[config.mk]
export PLATFORM = sky130hd
export DESIGN_NAME = regfile_write_arbiter
export DESIGN_NICKNAME = d
export VERILOG_FILES = /design/src/rtl/regfile_write_arbiter.sv
export SDC_FILE = /design/constraint.sdc
export NUM_CORES = 1
export LEC_CHECK = 0
export CORE_MARGIN = 5
export CORE_UTILIZATION = 39
export DETAILED_ROUTE_END_ITERATION = 12
export GPL_TIMING_DRIVEN = 1
export PLACE_DENSITY_LB_ADDON = 0.05
export RECOVER_POWER = 50
export REMOVE_ABC_BUFFERS = 1
export SKIP_CTS_REPAIR_TIMING = 1
export SLEW_MARGIN = 20
export SYNTH_ARGS = -nofsm -noshare
export SYNTH_HDL_FRONTEND = slang
export SYNTH_SLANG_ARGS = --single-unit
[constraint.sdc]
create_clock -name clk -period 2.4 [get_ports clk]
set_input_delay 0.48 -clock clk [delete_from_list [all_inputs] [get_ports clk]]
set_output_delay 0.48 -clock clk [all_outputs]
set_load 0.05 [all_outputs]
[src/rtl/regfile_write_arbiter.sv]
// regfile_write_arbiter
//
// This block shares the single write port of the 32x32 register file between two writeback
// requesters:
//   - port A: ALU and link results.
//   - port M: memory loads, including LWL/LWR partial-word merges.
//
// How it works:
//   - A combinational grant picks one winner per cycle.
//   - On the clock edge the winner is captured into a one-entry commit slot.
//   - The slot drives the file's write port for exactly one cycle and drains every cycle, so the
//     arbiter never back-pressures on its own account. Only contention and hold stall a requester.
//   - For LWL/LWR merges the file needs the old register contents. Read port 2 is redirected to
//     the slot's destination for that cycle, and port2_stolen tells the core that ReadData2 is
//     not serving it.
//   - Writes to $0, and requests with mode 00, are accepted and occupy the slot. Their write
//     enable is forced to 00.
//
// Ports:
//   clk, reset          rising-edge clock; asynchronous active-low reset
//   a_* / m_*           requester valid/ready handshake, destination, data, write mode
//   m_lsb               load address[1:0] (port A always commits with 00)
//   hold                core stall; blocks acceptance, slot still drains
//   core_ReadReg2       core's read-port-2 select, passed through unless stolen
//   RegWrite            write-enable code to the file: 11 word, 01 LWL, 10 LWR, 00 none
//   WriteReg/WriteData  slot destination and data
//   data_address2LSB    slot byte offset for merges
//   ReadReg2            muxed read-port-2 select
//   port2_stolen        read port 2 is serving a merge this cycle
//   pend_valid/pend_reg slot occupancy and destination, for hazard detection
//   conflict_count      saturating count of contested, non-held cycles

module regfile_write_arbiter #(
  parameter int unsigned CNT_W = 16
) (
  input  logic             clk,
  input  logic             reset,

  input  logic             a_valid,
  output logic             a_ready,
  input  logic [4:0]       a_reg,
  input  logic [31:0]      a_data,
  input  logic [1:0]       a_mode,

  input  logic             m_valid,
  output logic             m_ready,
  input  logic [4:0]       m_reg,
  input  logic [31:0]      m_data,
  input  logic [1:0]       m_mode,
  input  logic [1:0]       m_lsb,

  input  logic             hold,
  input  logic [4:0]       core_ReadReg2,

  output logic [1:0]       RegWrite,
  output logic [4:0]       WriteReg,
  output logic [31:0]      WriteData,
  output logic [1:0]       data_address2LSB,
  output logic [4:0]       ReadReg2,
  output logic             port2_stolen,

  output logic             pend_valid,
  output logic [4:0]       pend_reg,
  output logic [CNT_W-1:0] conflict_count
);

  localparam logic [1:0] ModeNone = 2'b00;
  localparam logic [1:0] ModeLwl  = 2'b01;
  localparam logic [1:0] ModeLwr  = 2'b10;

  localparam logic [CNT_W-1:0] CntMax = {CNT_W{1'b1}};
  localparam logic [CNT_W-1:0] CntOne = {{(CNT_W-1){1'b0}}, 1'b1};

  typedef struct packed {
    logic        valid;
    logic [4:0]  rd;
    logic [31:0] data;
    logic [1:0]  mode;
    logic [1:0]  lsb;
  } slot_t;

  slot_t            slot_q, slot_d;
  logic             rr_q, rr_d;  // 0: A wins the next tie, 1: M wins
  logic [CNT_W-1:0] cnt_q, cnt_d;

  logic             contested;
  logic             grant_a, grant_m;
  logic             commit_en;
  logic             merge_commit;

  // --------------------------------------------------------------------------
  // Grant
  // --------------------------------------------------------------------------
  always_comb begin
    contested = a_valid & m_valid & ~hold;
    grant_a   = 1'b0;
    grant_m   = 1'b0;
    if (!hold) begin
      if (a_valid && m_valid) begin
        grant_a = ~rr_q;
        grant_m = rr_q;
      end else begin
        grant_a = a_valid;
        grant_m = m_valid;
      end
    end
  end

  assign a_ready = grant_a;
  assign m_ready = grant_m;

  // --------------------------------------------------------------------------
  // Next state
  // --------------------------------------------------------------------------
  // The slot empties every edge unless something is accepted.
  // Payload fields are left as-is when nothing is accepted; only valid qualifies them.
  always_comb begin
    slot_d       = slot_q;
    slot_d.valid = 1'b0;
    if (grant_a) begin
      slot_d.valid = 1'b1;
      slot_d.rd    = a_reg;
      slot_d.data  = a_data;
      slot_d.mode  = a_mode;
      slot_d.lsb   = 2'b00;
    end else if (grant_m) begin
      slot_d.valid = 1'b1;
      slot_d.rd    = m_reg;
      slot_d.data  = m_data;
      slot_d.mode  = m_mode;
      slot_d.lsb   = m_lsb;
    end
  end

  // After a contested grant the loser gets the next tie.
  always_comb begin
    rr_d = rr_q;
    if (contested) begin
      rr_d = grant_a;
    end
  end

  always_comb begin
    cnt_d = cnt_q;
    if (contested && (cnt_q != CntMax)) begin
      cnt_d = cnt_q + CntOne;
    end
  end

  // --------------------------------------------------------------------------
  // State
  // --------------------------------------------------------------------------
  always_ff @(posedge clk or negedge reset) begin
    if (!reset) begin
      slot_q <= '0;
      rr_q   <= 1'b0;
      cnt_q  <= '0;
    end else begin
      slot_q <= slot_d;
      rr_q   <= rr_d;
      cnt_q  <= cnt_d;
    end
  end

  // --------------------------------------------------------------------------
  // Commit and read-port steal
  // --------------------------------------------------------------------------
  assign commit_en = slot_q.valid && (slot_q.rd != 5'd0) && (slot_q.mode != ModeNone);

  assign RegWrite         = commit_en ? slot_q.mode : ModeNone;
  assign WriteReg         = slot_q.rd;
  assign WriteData        = slot_q.data;
  assign data_address2LSB = slot_q.lsb;

  // Partial-word merges read the old value through port 2 in the same cycle.
  assign merge_commit = (RegWrite == ModeLwl) || (RegWrite == ModeLwr);
  assign ReadReg2     = merge_commit ? slot_q.rd : core_ReadReg2;
  assign port2_stolen = merge_commit;

  // Hazard view includes suppressed writes: the slot is still occupied.
  assign pend_valid     = slot_q.valid;
  assign pend_reg       = slot_q.rd;
  assign conflict_count = cnt_q;

endmodule

==> impl_metrics.yaml <==
floorplanning:
  die_w_um: 97.8
  pin_count: 161
  initial_core_util_pct: 39.5
  chipHeight_um: 97.8
  row_count: 32
  core-area_mm2: 0.00761
  dieArea_mm2: 0.00957
finish:
  syn2layout_area_growth_pct: 57.7
  fin_cells: 511
  final_nets: 495
  drive_above_1_share_pct: 14.7
  n_antenna_cell: 0
  design_area_mm2: 0.00474
drt:
  met3_length_um: 830
  drcViolationCount: 0
  wire_per_inst_um: 16.8
  antenna_left: 0
  drt_pre_antenna_iters: 8
  drt_iter0_drc: 259
  drt-met1-wl_um: 3630
  routed_wl_um: 8610
  wl_met2_um: 3920
  routed.top_layer: "met4"
  via_count: 2617
  viasPerCell: 5.12
power_and_ir_drop:
  leakage_nw: 2.23
  power_mw: 4.47
  ir_worst_vdd_mv: 0.656
  p_per_area_mw_per_mm2: 941
clocking:
  clock_latency_ns: 0.33
  clock_path_buffers: 2
  cts_inserted_buffers: 9
  clockRootBuffer: "clkbuf_8"
  cts_tree: "built"
  clkTransAtPathRegs_ns: 0.06
  htreeDepth: 3
  numClockSinks: 59
critical_path:
  ff2ff_path_depth: 6
  crit_fanout: 6
  critPathRequiredTime_ns: 1.92
  r2r_start: "conflict_count[0]"
  cp_cell_sequence: "or4_4 -> o21ai_2 -> nand2b_4 -> mux2_4 -> buf_8"
  critPathMaxStageDelay_ns: 0.53
  crit_path_end_kind: "primary output"
  crit_path_top_delay_cell: "or4_4"
  r2r_slack_ns: 0.26
  path_class: "register to primary output"
  startpoint_type: "register"
  rr_endpoint: "conflict_count[10]"
  arrival_ns: 2.07
yosys:
  yosysMostFrequentCell: "dfrtp_1"
  synth-edff-count: 0
  synth_common_cells: "dfrtp_1, buf_4, inv_1, a222oi_1"
  syn_area_mm2: 0.00301
  synth_adder_area_share_pct: 0.416
  yosys.area_share.simple_pct: 8.90
  synth_compound_area_share_pct: 14.6
  synthArstFlopShare_pct: 100
  syn_inst: 274
  ys.flop_type: "dfrtp_1"
  synthDistinctLibCells: 35
  synth_area_per_cell_um2: 11.0
  synth_mux_area_share_pct: 3.37
  yosys.area_share.xor_xnor_pct: 4.66
  yosys.area.top_type_share_pct: 49.1
  ys_warn_count: 0
  synth_seq_cells: 59
  synth_top_area_cell: "dfrtp_1"
  synth_area_leaders: "dfrtp_1, a222oi_1, buf_4, inv_1, xor2_1"
  ys_seq_area_share_pct: 49.1
  synth_top_family_by_area: "buffers and inverters"
placement:
  placed_area_mm2: 0.00453
  portBuffers: 160
  dpl.hpwl_um: 6520
  pre_cts_ws_ns: 0.107
  gp_congestion: 0.761
  place_inst: 494
global_routing:
  grt_pass1_vias: 2727
  track_usage_pct: 18.3
  grt_pass1_wl_um: 14200
  grt_max_degree: 43
  grt.overflow.total: 0
  antenna_found_initial: 0
timing:
  hold_viol_final: 0
  final.setup.worst_slack_ns: -0.155
  fin_skew_ns: 0.00817
  slew-limit-headroom_pct: -8.06
  rsz0062_at_grt: "true"
  worst_pin_slew_ns: 1.62
  whs_ns: 0.502
  setup_viol: 5
  fin_crit_ns: 2.55
  slew_viol_final: 31
  fmax_mhz: 391
  period_share_pct: 106
min_path:
  min_from: "data_address2LSB[1]"
  min_to: "data_address2LSB[1]"
  holdPathStages: 1
  hp-class: "register to register"
job:
  drv_cap: 1
status:
  failed_checks: "max-capacitance violations, max-slew violations, negative setup slack"
  status: "finished with violations"
-- stage by stage --
step	setup TNS, ns	utilization [%]
2_1_floorplan	-82.55	-
3_3_place_gp	0	59.5
3_5_place_dp	0	59.5
4_1_cts	-1.22	62.7
5_1_grt	-3.23	62.4
6_report	-0.749	62.4
-- power by group --
part           internal [mW]  switching, mW  total, mW
clock                  0.715          0.383       1.10
sequential              1.20          0.165       1.37
combinational          0.776           1.23       2.00
-- cells in the final DEF (no fill, tap or decap), drive strengths merged, types with 2 or more instances in the layout --
master,n
clkdlybuf4s50,148
dfrtp,59
inv,45
a222oi,39
buf,27
xor2,14
clkbuf,14
mux2,7
nor4,7
nand2,6
nor3,6
nand3,5
nor2,4
nand4,4
bufinv,3
or4,2
a22o,2
xnor2,2
clkinv,2
o21ai,2
-- worst max-delay path by stage --
stage,from,endpoint,cells past startpoint
after floorplan,a_valid,WriteData[0],4
after global placement,WriteReg[1],ReadReg2[1],6
after detailed placement,WriteReg[1],ReadReg2[4],6
after CTS,WriteReg[1],ReadReg2[4],6
after global routing,WriteReg[3],ReadReg2[4],5
final,WriteReg[3],ReadReg2[4],5
-- logic make-up (layout without fill, tap and decap cells) --
kind of cell / count (synthesis) / in the layout
flops: 59 / 59
mux: 7 / 7
simple gates: 41 / 41
xor+xnor: 16 / 16
buf+inv: 105 / 240
fa+ha+maj: 1 / 1
compound gates: 45 / 45
-- cell type report --
class                           instances  area [um^2]
Fill cell                             671         2860
Timing Repair Buffer                  179         1750
Sequential cell                        59         1480
Multi-Input combinational cell        110          978
Inverter                               45          169
Clock buffer                           11          141
Tap cell                              102          128
Clock inverter                          5          100
-- per-layer routing --
layer	GRT usage [%]	vias up
met2	28.2	139
li1	-	1206
met1	23.1	1255
met4	7.67	0
met3	6.71	17
met5	0	-
-- critical path, delay by kind of cell (launching register included) --
kind,cells,cell delay [ns]
AO/OA/AOI/OAI,1,0.16
AND/OR/NAND/NOR,2,0.74
flip-flops,1,0.38
multiplexers,1,0.32
buffers and inverters,1,0.15
-- sequential cells by signal (all words and copies together) (netlist names) --
signal and cells:
WriteData 32, pend_valid 1, rr_q 1, slot_q 2, data_address2LSB 2, conflict_count 16
WriteReg 5
Note: power is estimated with default switching activity, not from simulation.
